`src/rtl/uart_cmd_ctrl.sv`:
```
// UART command controller: parses SYNC/CMD/DATA/CHK frames, drives the LED register
// and answers each frame with ACK/NAK, plus the LED value for read commands.
module uart_cmd_ctrl #(
  parameter int         BYTE_TIMEOUT = 43400,
  parameter logic [7:0] SYNC_BYTE    = 8'hA5
) (
  input  logic       clkM,
  input  logic       rstM,
  input  logic [7:0] rx_data,
  input  logic       rx_valid,
  input  logic       tx_busy,
  output logic [7:0] tx_data,
  output logic       tx_start,
  output logic [7:0] leds,
  output logic       busy,
  output logic       frame_err
);

  localparam int            CW      = $clog2(BYTE_TIMEOUT + 1);
  localparam logic [CW-1:0] CNT_MAX = CW'(BYTE_TIMEOUT);
  localparam logic [CW-1:0] CNT_ONE = CW'(1);
  localparam logic [7:0]    ACK     = 8'h06;
  localparam logic [7:0]    NAK     = 8'h15;

  typedef enum logic [2:0] {
    IDLE      = 3'd0,
    GET_CMD   = 3'd1,
    GET_DATA  = 3'd2,
    GET_CHK   = 3'd3,
    EXEC      = 3'd4,
    SEND_ACK  = 3'd5,
    SEND_DATA = 3'd6,
    WAIT_TX   = 3'd7
  } state_t;

  state_t        stateR, stateS;
  logic [7:0]    cmdR, cmdS, dataR, dataS, chkR, chkS;
  logic [CW-1:0] cntR, cntS;
  logic          pendR, pendS, seenBusyR, seenBusyS;
  logic [7:0]    txDataR, txDataS, ledsR, ledsS;
  logic          txStartR, txStartS, busyR, frameErrR, frameErrS;

  function automatic logic [7:0] frameChk(input logic [7:0] c, input logic [7:0] d);
    return c ^ d;
  endfunction

  // Next-state, datapath and registered-output decode.
  always_comb begin
    stateS    = stateR;
    cmdS      = cmdR;
    dataS     = dataR;
    chkS      = chkR;
    cntS      = cntR;
    pendS     = pendR;
    seenBusyS = seenBusyR;
    txDataS   = txDataR;
    ledsS     = ledsR;
    txStartS  = 1'b0;
    frameErrS = 1'b0;
    case (stateR)
      IDLE: begin
        cntS = '0;
        if (rx_valid && (rx_data == SYNC_BYTE)) begin
          stateS = GET_CMD;
        end else begin
          stateS = IDLE;
        end
      end
      GET_CMD, GET_DATA, GET_CHK: begin
        // A byte arriving on the terminal-count cycle still counts.
        if (rx_valid) begin
          cntS = '0;
          case (stateR)
            GET_CMD:  begin cmdS  = rx_data; stateS = GET_DATA; end
            GET_DATA: begin dataS = rx_data; stateS = GET_CHK;  end
            default:  begin chkS  = rx_data; stateS = EXEC;     end
          endcase
        end else if (cntR == CNT_MAX) begin
          frameErrS = 1'b1;
          cntS      = '0;
          stateS    = IDLE;
        end else begin
          cntS = cntR + CNT_ONE;
        end
      end
      EXEC: begin
        stateS    = SEND_ACK;
        txStartS  = ~tx_busy;
        pendS     = 1'b0;
        seenBusyS = 1'b0;
        if (chkR != frameChk(cmdR, dataR)) begin
          txDataS   = NAK;
          frameErrS = 1'b1;
        end else begin
          case (cmdR)
            8'h01: begin ledsS = dataR; txDataS = ACK; end
            8'h02: begin pendS = 1'b1;  txDataS = ACK; end
            default: begin txDataS = NAK; frameErrS = 1'b1; end
          endcase
        end
      end
      SEND_ACK, SEND_DATA: begin
        // tx_start is high this cycle once txStartR is set; then hand off to WAIT_TX.
        if (txStartR) begin
          stateS    = WAIT_TX;
          seenBusyS = tx_busy;
        end else begin
          txStartS = ~tx_busy;
        end
      end
      WAIT_TX: begin
        if (tx_busy) begin
          seenBusyS = 1'b1;
        end else if (seenBusyR && pendR) begin
          stateS   = SEND_DATA;
          pendS    = 1'b0;
          txDataS  = ledsR;
          txStartS = 1'b1;
        end else if (seenBusyR) begin
          stateS = IDLE;
        end else begin
          stateS = WAIT_TX;
        end
      end
      default: stateS = IDLE;
    endcase
  end

  // State and output registers with synchronous reset.
  always_ff @(posedge clkM) begin
    if (rstM) begin
      stateR    <= IDLE;
      cmdR      <= 8'h00;
      dataR     <= 8'h00;
      chkR      <= 8'h00;
      cntR      <= '0;
      pendR     <= 1'b0;
      seenBusyR <= 1'b0;
      txDataR   <= 8'h00;
      ledsR     <= 8'h00;
      txStartR  <= 1'b0;
      busyR     <= 1'b0;
      frameErrR <= 1'b0;
    end else begin
      stateR    <= stateS;
      cmdR      <= cmdS;
      dataR     <= dataS;
      chkR      <= chkS;
      cntR      <= cntS;
      pendR     <= pendS;
      seenBusyR <= seenBusyS;
      txDataR   <= txDataS;
      ledsR     <= ledsS;
      txStartR  <= txStartS;
      busyR     <= (stateS != IDLE);
      frameErrR <= frameErrS;
    end
  end

  assign tx_data   = txDataR;
  assign tx_start  = txStartR;
  assign leds      = ledsR;
  assign busy      = busyR;
  assign frame_err = frameErrR;

endmodule

```
`config.mk`:
```
export PLATFORM = sky130hd
export DESIGN_NAME = uart_cmd_ctrl
export DESIGN_NICKNAME = d
export VERILOG_FILES = /design/src/rtl/uart_cmd_ctrl.sv
export SDC_FILE = /design/constraint.sdc
export NUM_CORES = 1
export LEC_CHECK = 0
export ABC_AREA = 0
export BUFFER_PORTS_ARGS = -buffer_cell sky130_fd_sc_hd__buf_2
export CELL_PAD_IN_SITES_DETAIL_PLACEMENT = 0
export CELL_PAD_IN_SITES_GLOBAL_PLACEMENT = 1
export CORE_AREA = 4 4 89 91
export CTS_CLUSTER_DIAMETER = 30
export DETAILED_ROUTE_END_ITERATION = 8
export DIE_AREA = 0 0 93 95
export PLACE_DENSITY = 0.82
export SYNTH_ARGS = -nofsm -noshare
export SYNTH_HDL_FRONTEND = slang
export SYNTH_SLANG_ARGS = --single-unit
```
`constraint.sdc`:
```
create_clock -name clkM -period 5.9 [get_ports clkM]
set_clock_uncertainty 0.1 [all_clocks]
set_input_delay 0.885 -clock clkM [delete_from_list [all_inputs] [get_ports clkM]]
set_output_delay 0.885 -clock clkM [all_outputs]
set_load 0.005 [all_outputs]
```
==> flow_metrics.env, run 1 <==
export IMPL_status="completed"
export IMPL_startpoint_type="flip-flop"
export IMPL_htreeDepth=3
export IMPL_postSynth_asyncResetShare=0
export IMPL_drive_gt1_frac=0.1351
export IMPL_report_final_slew_viol_count=0
export IMPL_yosysUniqueCellTypes=46
export IMPL_p_leak_nw=1.158
export IMPL_antenna_found_initial=0
export IMPL_start_util=0.4020
export IMPL_grt_total_usage=0.1571
export IMPL_cap_viol_max_count=0
export IMPL_p_comb_frac=0.020
export IMPL_netSwitchingPower_uw=176.3
export IMPL_cp_max_fo=19
export IMPL_relSlewSlack=0.3324
export IMPL_worst_slew_pin_slew_ns=0.9923
export IMPL_grt_pass1_vias=2244
export IMPL_core_area_um2=7137
export IMPL_critPathKind="flip-flop to flip-flop"
export IMPL_ir_worst_vdd_mv=0.09570
export IMPL_end_kind="flip-flop"
export IMPL_pwr_share_seq=0.551
export IMPL_p_int_uw=607.7
export IMPL_cts_buffers=9
export IMPL_clock_power_share=0.429
export IMPL_syn_cell_area_um2=2869
export IMPL_die_area_um2=8835
export IMPL_cts_tree="done"
export IMPL_syn_inst=335
export IMPL_p_per_area_nw_per_um2=238.9
export IMPL_synth_area_leader_cell="dfxtp_1"
export IMPL_whs_path_depth=2
export IMPL_dp_hpwl_mm=4.584
export IMPL_finalCritPeriodShare=0.4432
export IMPL_setup_viol_count_final=0
export IMPL_io_pin_count=31
export IMPL_fmax_ghz=0.3824
export IMPL_root_buffer="clkbuf_8"
export IMPL_multi_input_area_um2=1513
export IMPL_clock_sinks=64
export IMPL_grt_start_max_net_pins=43
export IMPL_ctsHoldBuffers=0
export IMPL_io_buffers=30
export IMPL_finalNetCount=380
export IMPL_min_path_type="flip-flop to flip-flop"
export IMPL_drtIter0Drc=129
export IMPL_die_w_um=93
export IMPL_insertedDiodeCount=0
export IMPL_crit_chain="nor3b_1 > a21oi_1 > nor4_1 > a22oi_1 > nor2_1"
export IMPL_drc_errors=0
export IMPL_detail_route_antenna_nets=0
export IMPL_cp_arrival_ns=2.79
export IMPL_yosys_warnings=0
export IMPL_post_cts_buffers=0
export IMPL_cts_resized=0
export IMPL_fin_area_um2=3282
export IMPL_postPlaceCellArea_um2=3109
export IMPL_cp_required_ns=6.08
export IMPL_swShare=0.2249
export IMPL_rows=31
export IMPL_synth_edff_count=0
export IMPL_vias=2363
export IMPL_synth_area_per_cell_um2=8.564
export IMPL_crit_buf_inv=0
export IMPL_grt_pass1_wl_mm=10.83
export IMPL_syn_nets=349
export IMPL_synth_seq_cells=64
export IMPL_clock_path_buffers=2
export IMPL_hold_viol_final=0
export IMPL_path_clk_slew_ns=0.07
export IMPL_crit_family="simple AND/OR/NAND/NOR gates"
export IMPL_dp_cells=454
export IMPL_fin_crit_ns=2.615
export IMPL_power_uw=784.0
export IMPL_viasPerCell=5.038
export IMPL_fill_cells=730
export IMPL_dr_pass1_iters=4
export IMPL_layoutNonFillerInstCount=469
export IMPL_wl_per_cell_um=13.78
export IMPL_synth_common_cells="nand2_1 (81), dfxtp_1 (64), a21oi_1 (33)"
export IMPL_regArea_um2=1281
export IMPL_critPathMaxStageDelay_ns=0.77
export IMPL_die_h_um=95
export IMPL_area_growth_pct=14.39
export IMPL_ys_flop_type="dfxtp_1"
export IMPL_r2r_cells=5
export IMPL_place_gp_congestion=0.8420
export IMPL_drt_total_wl_mm=6.462
export IMPL_path_depth=5
export IMPL_synth_top_area_frac=0.4466
export IMPL_synthTopCellsByArea="dfxtp_1 (45%), nand2_1 (11%), a21oi_1 (5.8%), nor2_1 (3.7%), mux2i_1 (3.5%)"
export IMPL_fin_setup_tns_ns=0
export IMPL_yosysMostFrequentCell="nand2_1"
export IMPL_rsz0062_at_grt="no"
export IMPL_grt_overflow=0
export IMPL_slowest_stage="nor4_1"
export IMPL_ys_seq_area_frac=0.4466
export IMPL_insertion_delay_ns=0.34
==> worst register-to-register path, delay by kind of cell (launching register included) <==
family / cells / cell delay, ns
simple gates: 3 / 1.43
flops: 1 / 0.73
compound gates: 2 / 0.29
==> state kept, by name, summed over array words and instances (netlist names) <==
signal	flops
leds	8
cmdR	8
stateR	3
pendR	1
seenBusyR	1
chkR	8
dataR	8
tx_data	8
cntR	16
frame_err	1
busy	1
tx_start	1
==> power by group through the flow <==
| stage | registers (mW) | clock network (mW) | logic, mW |
|---|---|---|---|
| after global routing | 0.432 | 0.365 | 0.0176 |
| after CTS | 0.432 | 0.346 | 0.0160 |
| after floorplan | 0.442 | 0 | 0.00697 |
| after detailed placement | 0.442 | 0 | 0.0160 |
| final | 0.432 | 0.336 | 0.0159 |
| after global placement | 0.442 | 0 | 0.0161 |
==> per-layer routing <==
| layer | GRT usage | part of all wire |
|---|---|---|
| met5 | 0 | 0 |
| met4 | 0.07326 | 0.018 |
| met3 | 0.04143 | 0.041 |
| met2 | 0.2448 | 0.44 |
| met1 | 0.2032 | 0.50 |
==> per-stage QoR <==
stage          hold WS [ns]  setup WS [ns]    util
4_1_cts              0.3596          3.258  0.4599
3_3_place_gp         0.3451          3.067  0.4357
6_report             0.3568          3.285  0.4599
2_1_floorplan        0.3365          3.790       -
5_1_grt              0.3837          3.091  0.4599
3_5_place_dp         0.3499          3.066  0.4357
==> path summary, 6_finish.rpt <==
path         startpoint  slack (ns)    endpoint
max           stateR[2]        3.28  tx_data[7]
min             chkR[5]        0.36     chkR[5]
max reg2reg   stateR[2]        3.28  tx_data[7]
min reg2reg     chkR[5]        0.36     chkR[5]
==> cells in the final DEF, fill, tap and decap left out, types with 2 or more instances in the layout <==
cell type,synthesis,routed
ha_1,2,2
nor3b_1,2,2
nand4_1,5,5
nor2b_1,2,2
or3_1,4,4
dfxtp_1,64,64
o21ai_0,5,5
a311oi_1,2,2
nor3_1,3,3
nor4_1,2,2
nor2_1,28,28
a22oi_1,5,5
nand2_1,81,81
clkinv_2,0,2
nor4bb_1,2,2
nand3_1,4,4
xnor3_1,4,4
xnor2_1,10,10
buf_2,0,30
o22ai_1,2,2
xor2_1,10,10
or4bb_1,2,2
nand3b_1,3,3
a221oi_1,2,2
and3_1,5,5
mux2i_1,10,10
and4_1,2,2
a21oi_1,33,33
a31oi_1,2,2
and2_1,3,3
inv_1,8,8
nand2b_1,2,2
clkbuf_8,0,11
==> kinds of logic after synthesis <==
family          count (synthesis)  synth area share
simple gates                  156            0.2604
flops                          64            0.4466
compound gates                 56            0.1151
xor+xnor                       25            0.1007
buf+inv                        20           0.02617
mux                            11           0.03881
fa+ha+maj                       3           0.01221
==> final cells by class <==
type,count,share of cell area
multi-input cells,251,0.4609
clock buffers,12,0.04727
clock inverters,3,0.005337
inverters,9,0.01029
flip-flops and latches,64,0.3904
well taps,99,0.03774
repair buffers,31,0.04804
(Power assumes the default switching activity.)
==> run 2, diff against run 1 <==
==> constraint.sdc (replaced) <==
create_clock -name clkM -period 2.7 [get_ports clkM]
set_clock_uncertainty 0.1 [all_clocks]
set_input_delay 0.405 -clock clkM [delete_from_list [all_inputs] [get_ports clkM]]
set_output_delay 0.405 -clock clkM [all_outputs]
set_load 0.005 [all_outputs]
==> flow_metrics.env, run 2 (synthesis results as in run 1) <==
export IMPL_detail_route_antenna_nets=0
export IMPL_worst_slew_pin_slew_ns=0.6152
export IMPL_ctsHoldBuffers=0
export IMPL_io_pin_count=31
export IMPL_grt_total_usage=0.1615
export IMPL_setup_viol_count_final=0
export IMPL_place_gp_congestion=0.7944
export IMPL_relSlewSlack=0.5883
export IMPL_slowest_stage="or4_4"
export IMPL_die_h_um=95
export IMPL_drtIter0Drc=174
export IMPL_grt_start_max_net_pins=28
export IMPL_vias=2431
export IMPL_start_util=0.4020
export IMPL_viasPerCell=5.107
export IMPL_io_buffers=30
export IMPL_top_register="cntR"
export IMPL_p_comb_frac=0.022
export IMPL_final_cell_mix="nand2_1 (81), dfxtp_1 (64), a21oi_1 (33), buf_2 (30), nor2_1 (28)"
export IMPL_regArea_um2=1281
export IMPL_r2r_slack_ns=0.50
export IMPL_cts_resized=0
export IMPL_die_w_um=93
export IMPL_cp_required_ns=2.86
export IMPL_die_area_um2=8835
export IMPL_core_area_um2=7137
export IMPL_status="completed"
export IMPL_r2r_cells=5
export IMPL_layoutNonFillerInstCount=476
export IMPL_area_growth_pct=15.74
export IMPL_insertedDiodeCount=0
export IMPL_clock_sinks=64
export IMPL_grt_overflow=0
export IMPL_antenna_found_initial=0
export IMPL_rr_endpoint="leds[0]"
export IMPL_finalNetCount=386
export IMPL_fin_hold_ws_ns=0.2330
export IMPL_clock_path_buffers=2
export IMPL_drt_total_wl_mm=6.732
export IMPL_wl_per_cell_um=14.14
export IMPL_p_leak_nw=1.184
export IMPL_drc_errors=0
export IMPL_grt_pass1_vias=2321
export IMPL_hold_viol_final=0
export IMPL_cp_arrival_ns=2.37
export IMPL_ir_worst_vdd_mv=0.2662
export IMPL_finalCritPeriodShare=0.8163
export IMPL_path_clk_slew_ns=0.07
export IMPL_fin_crit_ns=2.204
export IMPL_postPlaceCellArea_um2=3154
export IMPL_cts_tree="done"
export IMPL_fill_cells=767
export IMPL_p_per_area_nw_per_um2=511.0
export IMPL_dr_pass1_iters=4
export IMPL_clock_power_share=0.422
export IMPL_root_buffer="clkbuf_8"
export IMPL_fmax_ghz=0.4537
export IMPL_dp_hpwl_mm=4.798
export IMPL_cap_viol_max_count=0
export IMPL_startpoint_type="flip-flop"
export IMPL_drive_gt1_frac=0.1459
export IMPL_critPathKind="flip-flop to flip-flop"
export IMPL_grt_pass1_wl_mm=11.23
export IMPL_post_cts_buffers=0
export IMPL_multi_input_area_um2=1513
export IMPL_reg2reg_from="dataR[1]"
export IMPL_largest_reg_flops=16
export IMPL_dp_cells=460
export IMPL_rsz0062_at_grt="no"
export IMPL_pwr_share_seq=0.556
export IMPL_rows=31
export IMPL_critPathMaxStageDelay_ns=0.57
export IMPL_insertion_delay_ns=0.34
export IMPL_fin_area_um2=3321
export IMPL_crit_end="leds[0]"
export IMPL_htreeDepth=3
export IMPL_swShare=0.2280
export IMPL_report_final_slew_viol_count=0
export IMPL_crit_start="dataR[1]"
export IMPL_fin_setup_tns_ns=0
export IMPL_min_path_type="input pin to flip-flop"
export IMPL_end_kind="flip-flop"
export IMPL_netSwitchingPower_uw=386.9
export IMPL_p_int_mw=1.310
export IMPL_cp_max_fo=8
export IMPL_final_common_cell="nand2_1"
export IMPL_cts_buffers=9
export IMPL_crit_chain="xnor3_1 > nand2_1 > or4_4 > nor3_4 > mux2i_1"
[run 2: changes by cell type in the layout (fill, tap and decap cells not counted), sizes merged]
cell | previous run | this run
clkbuf | 12 | 13
buf | 31 | 37
[run 2: worst min-delay path by stage]
stage	start	endpoint	slack, ns	depth (start not counted)
floorplan	cmdR[3]	cmdR[3]	0.34	2
global placement	cmdR[3]	cmdR[3]	0.34	2
detailed placement	cmdR[3]	cmdR[3]	0.35	2
CTS	rx_data[0]	cmdR[0]	0.22	3
global route	rx_data[2]	chkR[2]	0.24	3
finish	rx_data[7]	cmdR[7]	0.23	3
[run 2: area by class of cell]
type / count / share of cell area
Clock buffer: 13 / 0.04484
Clock inverter: 3 / 0.005275
Inverter: 9 / 0.01017
Multi-Input combinational cell: 251 / 0.4555
Sequential cell: 64 / 0.3858
Tap cell: 99 / 0.03730
Timing Repair Buffer: 37 / 0.06104
[run 2: metrics by stage]
step	util	setup slack, ns	power, mW
4_1_cts	0.4653	0.4867	1.714
3_3_place_gp	0.4420	0.5813	1.002
5_1_grt	0.4653	0.4161	1.755
3_5_place_dp	0.4420	0.5049	1.002
2_1_floorplan	-	0.6702	0.9805
6_report	0.4653	0.4959	1.697
[run 2: power groups by stage]
stage          combinational (mW)  sequential, mW  clock [mW]
2_1_floorplan              0.0152           0.965           0
3_3_place_gp               0.0364           0.965           0
3_5_place_dp               0.0364           0.965           0
4_1_cts                    0.0368           0.944       0.733
5_1_grt                    0.0403           0.943       0.772
6_report                   0.0365           0.944       0.717
[run 2: worst max-delay path: cells and delay by family (launching register included)]
family,cells,cell delay [ns]
and+or+nand+nor,3,1.09
muxes,1,0.25
xor gates and xnor gates,1,0.36
DFF,1,0.33
[run 2: routing by layer]
layer	track usage	vias to the layer above	wire, um
met5	0	-	0
met4	0.06716	0	97
met3	0.03426	9	297
met2	0.2567	44	3050
met1	0.2132	1149	3285
li1	-	1229	-
